===== src/rtl/axis_distributor_pkg.sv =====
// Shared definitions for the AXI-Stream distributor: FSM state encoding and selector field positions.
package axis_distributor_pkg;

    typedef enum logic [1:0] {
        ST_IDLE   = 2'd0,
        ST_PASS   = 2'd1,
        ST_SWITCH = 2'd2
    } dist_state_t;

    localparam int NUM_OUTPUTS    = 8;
    localparam int SEL_DEST_LSB   = 0;
    localparam int SEL_DEST_MSB   = 2;
    localparam int SEL_BCAST_BIT  = 3;
    localparam int SEL_ENABLE_BIT = 4;
    localparam int SEL_SINK_BIT   = 5;

endpackage


===== src/rtl/axis_distributor_out.sv =====
// One output stage: a single-beat data/valid register that can be reloaded while it drains.
module axis_out_reg #(
    parameter int TDATA_WIDTH = 32
) (
    input  logic                   a_clk,
    input  logic                   a_rst,
    input  logic                   load,
    input  logic [TDATA_WIDTH-1:0] load_data,
    output logic [TDATA_WIDTH-1:0] tdata,
    output logic                   tvalid,
    input  logic                   tready,
    output logic                   free
);

    // Load has priority over draining so a back-to-back beat keeps valid high.
    always_ff @(posedge a_clk) begin
        if (a_rst) begin
            tvalid <= 1'b0;
            tdata  <= '0;
        end else if (load) begin
            tvalid <= 1'b1;
            tdata  <= load_data;
        end else if (tvalid && tready) begin
            tvalid <= 1'b0;
        end
    end

    assign free = ~tvalid | tready;

endmodule


===== src/rtl/axis_distributor.sv =====
// Routes one AXI-Stream source to one of eight outputs, to all of them, or into a sink.
module axis_distributor
    import axis_distributor_pkg::*;
#(
    parameter int TDATA_WIDTH = 32
) (
    input  logic                   a_clk,
    input  logic                   a_rst,
    input  logic [TDATA_WIDTH-1:0] S_AXIS_tdata,
    input  logic                   S_AXIS_tvalid,
    output logic                   S_AXIS_tready,
    input  logic [31:0]            axis_selector,
    output logic [TDATA_WIDTH-1:0] M_AXIS_0_tdata,
    output logic                   M_AXIS_0_tvalid,
    input  logic                   M_AXIS_0_tready,
    output logic [TDATA_WIDTH-1:0] M_AXIS_1_tdata,
    output logic                   M_AXIS_1_tvalid,
    input  logic                   M_AXIS_1_tready,
    output logic [TDATA_WIDTH-1:0] M_AXIS_2_tdata,
    output logic                   M_AXIS_2_tvalid,
    input  logic                   M_AXIS_2_tready,
    output logic [TDATA_WIDTH-1:0] M_AXIS_3_tdata,
    output logic                   M_AXIS_3_tvalid,
    input  logic                   M_AXIS_3_tready,
    output logic [TDATA_WIDTH-1:0] M_AXIS_4_tdata,
    output logic                   M_AXIS_4_tvalid,
    input  logic                   M_AXIS_4_tready,
    output logic [TDATA_WIDTH-1:0] M_AXIS_5_tdata,
    output logic                   M_AXIS_5_tvalid,
    input  logic                   M_AXIS_5_tready,
    output logic [TDATA_WIDTH-1:0] M_AXIS_6_tdata,
    output logic                   M_AXIS_6_tvalid,
    input  logic                   M_AXIS_6_tready,
    output logic [TDATA_WIDTH-1:0] M_AXIS_7_tdata,
    output logic                   M_AXIS_7_tvalid,
    input  logic                   M_AXIS_7_tready,
    output logic [3:0]             sel_active,
    output logic [31:0]            beat_count,
    output logic [31:0]            drop_count
);

    dist_state_t state;
    dist_state_t state_next;

    logic [TDATA_WIDTH-1:0] out_data [NUM_OUTPUTS];
    logic [NUM_OUTPUTS-1:0] out_valid;
    logic [NUM_OUTPUTS-1:0] out_ready;
    logic [NUM_OUTPUTS-1:0] out_free;
    logic [NUM_OUTPUTS-1:0] load_vec;

    logic       sel_enable;
    logic       sel_sink;
    logic [3:0] sel_route;
    logic [2:0] dest_active;
    logic       bcast_active;
    logic       all_empty;
    logic       pass_ready;
    logic       adopt;
    logic       handshake;
    logic       beat_inc;
    logic       drop_inc;
    logic       unused_sel;

    assign sel_enable   = axis_selector[SEL_ENABLE_BIT];
    assign sel_sink     = axis_selector[SEL_SINK_BIT];
    assign sel_route    = axis_selector[SEL_BCAST_BIT:SEL_DEST_LSB];
    assign unused_sel   = ^axis_selector[31:6];
    assign dest_active  = sel_active[SEL_DEST_MSB:SEL_DEST_LSB];
    assign bcast_active = sel_active[SEL_BCAST_BIT];
    assign all_empty    = ~|out_valid;

    assign out_ready = {M_AXIS_7_tready, M_AXIS_6_tready, M_AXIS_5_tready, M_AXIS_4_tready,
                        M_AXIS_3_tready, M_AXIS_2_tready, M_AXIS_1_tready, M_AXIS_0_tready};

    assign handshake = S_AXIS_tvalid & S_AXIS_tready;
    assign beat_inc  = handshake & ~sel_sink;
    assign drop_inc  = handshake & sel_sink;

    // State register.
    always_ff @(posedge a_clk) begin
        if (a_rst) begin
            state <= ST_IDLE;
        end else begin
            state <= state_next;
        end
    end

    // Next state: a route change must first let every loaded beat leave so order is kept.
    always_comb begin
        state_next = state;
        case (state)
            ST_IDLE: begin
                if (sel_enable) state_next = ST_PASS;
            end
            ST_PASS: begin
                if (!sel_enable)                  state_next = ST_IDLE;
                else if (sel_route != sel_active) state_next = ST_SWITCH;
            end
            ST_SWITCH: begin
                if (all_empty) state_next = sel_enable ? ST_PASS : ST_IDLE;
            end
            default: state_next = ST_IDLE;
        endcase
    end

    // Readiness in PASS: sink always accepts, otherwise the target register(s) must be free.
    always_comb begin
        pass_ready = 1'b0;
        if (sel_sink)          pass_ready = 1'b1;
        else if (bcast_active) pass_ready = &out_free;
        else                   pass_ready = out_free[dest_active];
    end

    // FSM outputs: source ready only while passing, selection adopted on entry to PASS.
    always_comb begin
        S_AXIS_tready = 1'b0;
        adopt         = 1'b0;
        case (state)
            ST_IDLE:   adopt = sel_enable;
            ST_PASS:   S_AXIS_tready = pass_ready;
            ST_SWITCH: adopt = sel_enable & all_empty;
            default:   ;
        endcase
        if (a_rst) begin
            S_AXIS_tready = 1'b0;
            adopt         = 1'b0;
        end
    end

    // Selection register and wrapping beat/drop counters.
    always_ff @(posedge a_clk) begin
        if (a_rst) begin
            sel_active <= '0;
            beat_count <= '0;
            drop_count <= '0;
        end else begin
            if (adopt) sel_active <= sel_route;
            beat_count <= beat_count + {31'd0, beat_inc};
            drop_count <= drop_count + {31'd0, drop_inc};
        end
    end

    // Which output registers take the accepted beat.
    always_comb begin
        load_vec = '0;
        for (int k = 0; k < NUM_OUTPUTS; k++) begin
            load_vec[k] = beat_inc & (bcast_active | (dest_active == 3'(k)));
        end
    end

    for (genvar k = 0; k < NUM_OUTPUTS; k++) begin : g_out
        axis_out_reg #(
            .TDATA_WIDTH(TDATA_WIDTH)
        ) u_out_reg (
            .a_clk     (a_clk),
            .a_rst     (a_rst),
            .load      (load_vec[k]),
            .load_data (S_AXIS_tdata),
            .tdata     (out_data[k]),
            .tvalid    (out_valid[k]),
            .tready    (out_ready[k]),
            .free      (out_free[k])
        );
    end

    assign M_AXIS_0_tdata  = out_data[0];
    assign M_AXIS_1_tdata  = out_data[1];
    assign M_AXIS_2_tdata  = out_data[2];
    assign M_AXIS_3_tdata  = out_data[3];
    assign M_AXIS_4_tdata  = out_data[4];
    assign M_AXIS_5_tdata  = out_data[5];
    assign M_AXIS_6_tdata  = out_data[6];
    assign M_AXIS_7_tdata  = out_data[7];
    assign M_AXIS_0_tvalid = out_valid[0];
    assign M_AXIS_1_tvalid = out_valid[1];
    assign M_AXIS_2_tvalid = out_valid[2];
    assign M_AXIS_3_tvalid = out_valid[3];
    assign M_AXIS_4_tvalid = out_valid[4];
    assign M_AXIS_5_tvalid = out_valid[5];
    assign M_AXIS_6_tvalid = out_valid[6];
    assign M_AXIS_7_tvalid = out_valid[7];

endmodule


===== config.mk =====
export PLATFORM = sky130hd
export DESIGN_NAME = axis_distributor
export DESIGN_NICKNAME = d
export VERILOG_FILES = /design/src/rtl/axis_distributor_pkg.sv /design/src/rtl/axis_distributor_out.sv /design/src/rtl/axis_distributor.sv
export SDC_FILE = /design/constraint.sdc
export NUM_CORES = 1
export LEC_CHECK = 0
export CAP_MARGIN = 20
export CORE_UTILIZATION = 30
export DETAILED_ROUTE_END_ITERATION = 6
export PLACE_DENSITY_LB_ADDON = 0.15
export REMOVE_ABC_BUFFERS = 1
export SYNTH_ARGS = -nofsm -noshare
export SYNTH_HDL_FRONTEND = slang
export SYNTH_SLANG_ARGS = --single-unit

===== constraint.sdc =====
create_clock -name a_clk -period 4.6 [get_ports a_clk]
set_input_delay 1.38 -clock a_clk [delete_from_list [all_inputs] [get_ports a_clk]]
set_output_delay 1.38 -clock a_clk [all_outputs]
set_load 0.03 [all_outputs]

=== Yosys cells after proc, flatten, opt, wreduce, memory -nomap -nowiden ===
Index checks and enable logic that the tools add are counted.

* Flip-flop bits (word level): 334
* Input port bits: 75
* Output and inout port bits: 333

* $add $sub $neg: 2
* $lt $le $gt $ge: 1
* Equal/unequal tests: 13
* Muxes and demuxes: 30
* Bitwise operators: 37
* Reductions and logical operators: 22

{| class="wikitable"
|+ Operators with widths
! kind !! number
|-
| adder 32 x 1 -> 32 bit || 2
|-
| two-way mux 1 bit || 23
|-
| bitwise OR 1 bit || 16
|-
| nonzero test 2 bit || 8
|-
| bitwise AND 1 bit || 12
|-
| equality test 3 bit, second input constant || 4
|-
| NOT 1 bit || 9
|-
| logical AND 1 bit || 8
|-
| two-way mux 2 bit || 4
|-
| AND reduction 8 bit || 1
|-
| OR reduction 8 bit || 1
|-
| equality test 3 x 2 -> 1 bit, second input constant || 2
|-
| case mux 2 bit (3 select lines) || 1
|-
| < comparator 3 x 4 -> 1 bit, second input constant || 1
|-
| inequality test 2 bit, second input constant || 2
|-
| inequality test 4 bit || 1
|-
| binary-select mux 1 bit (select 3 bit) || 1
|-
| equality test 3 x 1 -> 1 bit, second input constant || 1
|-
| logical NOT 3 bit || 1
|-
| inequality test 3 bit, second input constant || 1
|-
| AND reduction 3 bit || 1
|-
| equality test 2 x 1 -> 1 bit, second input constant || 1
|-
| equality test 2 bit, second input constant || 1
|-
| logical NOT 2 bit || 1
|-
| other kinds (2) || 2
|}

=== Longest topological paths before layout ===
* Word-level depth: 12
* Depth in mapped cells: 15
* Depth with buffers taken out: 11

=== By module ===
From an unflattened synthesis, not the netlist that was laid out.

* Cells, all modules: 1282
* Area total of the unflattened synthesis: 13118.8 µm²

{| class="wikitable"
|+ By module, submodules not included
! module !! instances !! cells each !! area each (µm²) !! seq. area each (µm²)
|-
| axis_out_reg || 8 || 108 || 1204.9 || 660.6
|-
| axis_distributor || 1 || 418 || 3479.6 || 1401.3
|}

=== Worst setup path before layout ===
OpenSTA, ideal clock, no wires.

* Kind: input port to output port
* Start point: input port M_AXIS_4_tready
* End point: output port S_AXIS_tready
* Arrival: 3.386 ns
* Data required time: 3.220 ns
* Path slack: -0.166 ns
* Cell stages on the path: 5
* Path buffers: 0
* Cell sequence: nand2b_1 > nand4_1 > o31ai_4 > o21bai_1 > nor4bb_1

* Longest elaborated chain between the ends: 7

{| class="wikitable"
|+ Ends and longest elaborated chain
! element !! RTL line !! text
|-
| start: declaration || axis_distributor.sv:27 || <nowiki>input logic M_AXIS_4_tready,</nowiki>
|-
| bitwise OR 1 bit (*) || axis_distributor_out.sv:28 || <nowiki>assign free = ~tvalid | tready;</nowiki>
|-
| binary-select mux 1 bit (select 3 bit) || axis_distributor.sv:111 || <nowiki>else pass_ready = out_free[dest_active];</nowiki>
|-
| two-way mux 1 bit (not written as such) || axis_distributor.sv:111 ||
|-
| two-way mux 1 bit (*) || axis_distributor.sv:110 || <nowiki>else if (bcast_active) pass_ready = &out_free;</nowiki>
|-
| two-way mux 1 bit (*) || axis_distributor.sv:109 || <nowiki>if (sel_sink) pass_ready = 1'b1;</nowiki>
|-
| two-way mux 1 bit (*) || axis_distributor.sv:118 || <nowiki>case (state)</nowiki>
|-
| two-way mux 1 bit (*) || axis_distributor.sv:124 || <nowiki>if (a_rst) begin</nowiki>
|-
| end: declaration || axis_distributor.sv:11 || <nowiki>output logic S_AXIS_tready,</nowiki>
|}

Every way passes the cells marked *; elsewhere a longest branch is shown, timed or not. The select of a mux whose other input is x is not followed.

=== Worst setup path after layout ===
* Start point: input port M_AXIS_0_tready
* End point: output port S_AXIS_tready

* Longest elaborated chain between the ends: 7

{| class="wikitable"
|+ Ends and longest elaborated chain
! element !! RTL line !! text
|-
| start: declaration || axis_distributor.sv:15 || <nowiki>input logic M_AXIS_0_tready,</nowiki>
|-
| bitwise OR 1 bit (*) || axis_distributor_out.sv:28 ||
|-
| binary-select mux 1 bit (select 3 bit) || axis_distributor.sv:111 ||
|-
| two-way mux 1 bit (not written as such) || axis_distributor.sv:111 ||
|-
| two-way mux 1 bit (*) || axis_distributor.sv:110 ||
|-
| two-way mux 1 bit (*) || axis_distributor.sv:109 ||
|-
| two-way mux 1 bit (*) || axis_distributor.sv:118 ||
|-
| two-way mux 1 bit (*) || axis_distributor.sv:124 ||
|}

Marks and branches as above.

==> results.cfg <==
[routing]
vias_per_cell = 4.69
top_layer_used = met5
route.met2.wl_mm = 20.7
wl_met3_mm = 4.22
ant_nets = 0
finalWirelength_mm = 44.4
drt-pass1-iter-count = 5
drc = 0
drtIter0Drc = 716
vias = 11100
wl_per_cell_um = 18.8
met1_length_mm = 18.8

[floorplan]
dieArea_um2 = 46900
design.portCount = 408
core_um2 = 45400
die_y_um = 217
initial_core_util_pct = 30.5
num_rows = 78
die_w_um = 217

[finish]
diodes = 0
syn_to_final_growth_pct = 40.8
fin_nets = 1814
drive_gt1_share_pct = 8.71

[timing]
final-hold-violation-count = 0
slew_viol_final = 0
post-route-min-period_ns = 4.53
period_share_pct = 98.4
rsz0062_at_grt = false
max_clock_freq_mhz = 221
setup_viol = 0
finalSetupTns_ns = 0
worst_pin_slew_ns = 1.11
fin_skew_ns = 0.0132
max_slew_margin_pct = 25.9

[setup_path]
crit_arrival_ns = 3.15
cp_data_required_time_ns = 3.22
path_class = input port to output port
critPathCaptureType = output port
worstPathMaxFanout = 2
worstSetupStartpointType = input port

[grt]
grt_antenna_before_repair = 1
grt_usage_pct = 18.6
grt_pass1_wl_mm = 67.6
grt_overflow = 0
grt_pass1_vias = 11100
grt_max_degree = 215

[pwr]
pwr_density_cell_nw_per_um2 = 322
p_leak_uw = 0.00759
p_total_uw = 6270
peakVddDrop_uv = 239

[clocking]
cts_hold_buf = 0
cts-root-buf = clkbuf_16
htreeDepth = 2
clockBufferDepth = 3
cts.clk_slew.worst_paths_ns = 0.05
clock_sinks = 334
cts_made_buffers = 40
cts_tree = done
post_cts_buffers = 0
insertion_delay_ns = 0.55

[synthesis]
synth.avg_cell_area_um2 = 10.1
ys_types = 53
synth_area_um2 = 13800
synth-seq-cells = 334
yosysSeqAreaShare_pct = 48.4
synth_top_area_share_pct = 48.4
yosys-top-cells-area = dfxtp_1 (48%), mux2i_1 (14%), nand2b_1 (11%)
synth_top_area_cell = dfxtp_1
synth_edf_count = 0
async_flop_share_pct = 0
synthFlopType = dfxtp_1
yosys_warnings = 0
syn_inst = 1371

[run_status]
status = finished, final reports clean

[worst_hold_path]
hold_path_class = register to register

[job]
cap_violations = 0

[place]
io_buffer_count = 381
place_congestion = 0.796
hpwl_mm = 29.3
[layout make-up]
type / instances / area, um2
Fill cell: 4438 / 25900
Clock inverter: 6 / 62.6
Sequential cell: 334 / 6690
Timing Repair Buffer: 415 / 4130
Multi-Input combinational cell: 935 / 6660
Inverter: 9 / 40.0
Clock buffer: 58 / 1130
Tap cell: 600 / 751
[Yosys cell counts (all sizes together) (5+ instances only)]
cell type / count
dfxtp: 334
nand2b: 234
mux2i: 196
a21oi: 85
nand3: 84
o21ai: 77
nor2: 69
clkbuf: 59
buf: 34
nand2: 31
xor2: 28
xnor2: 26
nand4: 16
nor3: 11
and3: 10
or3: 10
nor2b: 8
inv: 7
and4: 6
nor4: 5
o21bai: 5
[cells by family after synthesis]
logic type / count (synthesis) / share of synthesized area (%)
and+or+nand+nor: 498 / 21.1
DFF: 334 / 48.4
muxes: 197 / 14.4
AOI/OAI and AO/OA: 182 / 8.41
buffers and inverters: 102 / 4.04
xor gates and xnor gates: 54 / 3.42
adders and majority gates: 4 / 0.362
[cells in the final DEF (no fill, tap or decap), types with 4 or more instances in the layout]
master / n
and4_1: 6
o21bai_1: 5
nand2_1: 31
buf_4: 30
or3_1: 10
xor2_1: 28
nand3_1: 64
nand2b_1: 229
a32oi_4: 4
buf_12: 4
and3_1: 10
nor2b_1: 8
nand3_2: 20
clkdlybuf4s50_1: 377
nand4_1: 16
inv_1: 7
xnor2_1: 26
clkbuf_8: 4
o21ai_0: 77
nand2b_4: 5
dfxtp_1: 334
clkbuf_1: 13
clkbuf_16: 41
nor4_1: 5
a21oi_2: 20
mux2i_1: 196
ha_1: 4
nor3_1: 11
nor2_1: 66
a21oi_1: 63
clkinv_2: 4
[worst paths after layout]
kind | from | endpoint | slack (ns) | depth (start not counted)
worst max-delay path | M_AXIS_0_tready | S_AXIS_tready | 0.07 | 8
worst min-delay path | g_out[7].u_out_reg.tdata[12] | g_out[7].u_out_reg.tdata[12] | 0.47 | 2
worst max register to register | sel_active[1] | beat_count[28] | 1.59 | 10
worst min register to register | g_out[7].u_out_reg.tdata[12] | g_out[7].u_out_reg.tdata[12] | 0.47 | 2
[worst max-delay path, stage by stage]
cell,delay [ns]
clkdlybuf4s50_1,0.47
nand2b_4,0.13
mux4_2,0.24
nor2_2,0.04
or2_1,0.25
o21bai_1,0.20
nor4bb_4,0.26
buf_6,0.17
[what timing repair did]
| item | in CTS | in global routing |
|---|---|---|
| setup endpoints to repair | 1 | 1 |
| pin swaps | 1 | 3 |
| gates resized for setup | 2 | 7 |
[power by group]
part	internal, uW	leakage, uW	switching, uW	total [uW]
Combinational	142	0.00432	227	369
Clock	1750	0.000584	1230	2970
Sequential	2910	0.00269	16.4	2930
[registers in the layout (all words and copies together), names as in the netlist]
register,count
state,2
sel_active,4
beat_count,32
g_out.u_out_reg.tdata,256
drop_count,32
g_out.u_out_reg.tvalid,8
[per-layer routing]
layer  vias to the layer above  GRT usage, %
met3                        55          7.52
met4                         2          4.27
met5                         -             0
li1                       5403             -
met1                      5289          22.8
met2                       311          30.3
[metrics by stage]
step	setup WS (ns)	hold slack [ns]	util [%]	instance area, um2	cells
floorplan	-0.624	0.595	-	13300	1278
global placement	-0.154	0.458	40.1	18200	2292
detailed placement	-0.125	0.460	40.1	18200	2292
CTS	0.0186	0.473	42.8	19400	2356
global route	0.0146	0.491	42.9	19500	2357
finish	0.0745	0.470	42.9	19500	2357
(Power assumes the default switching activity.)
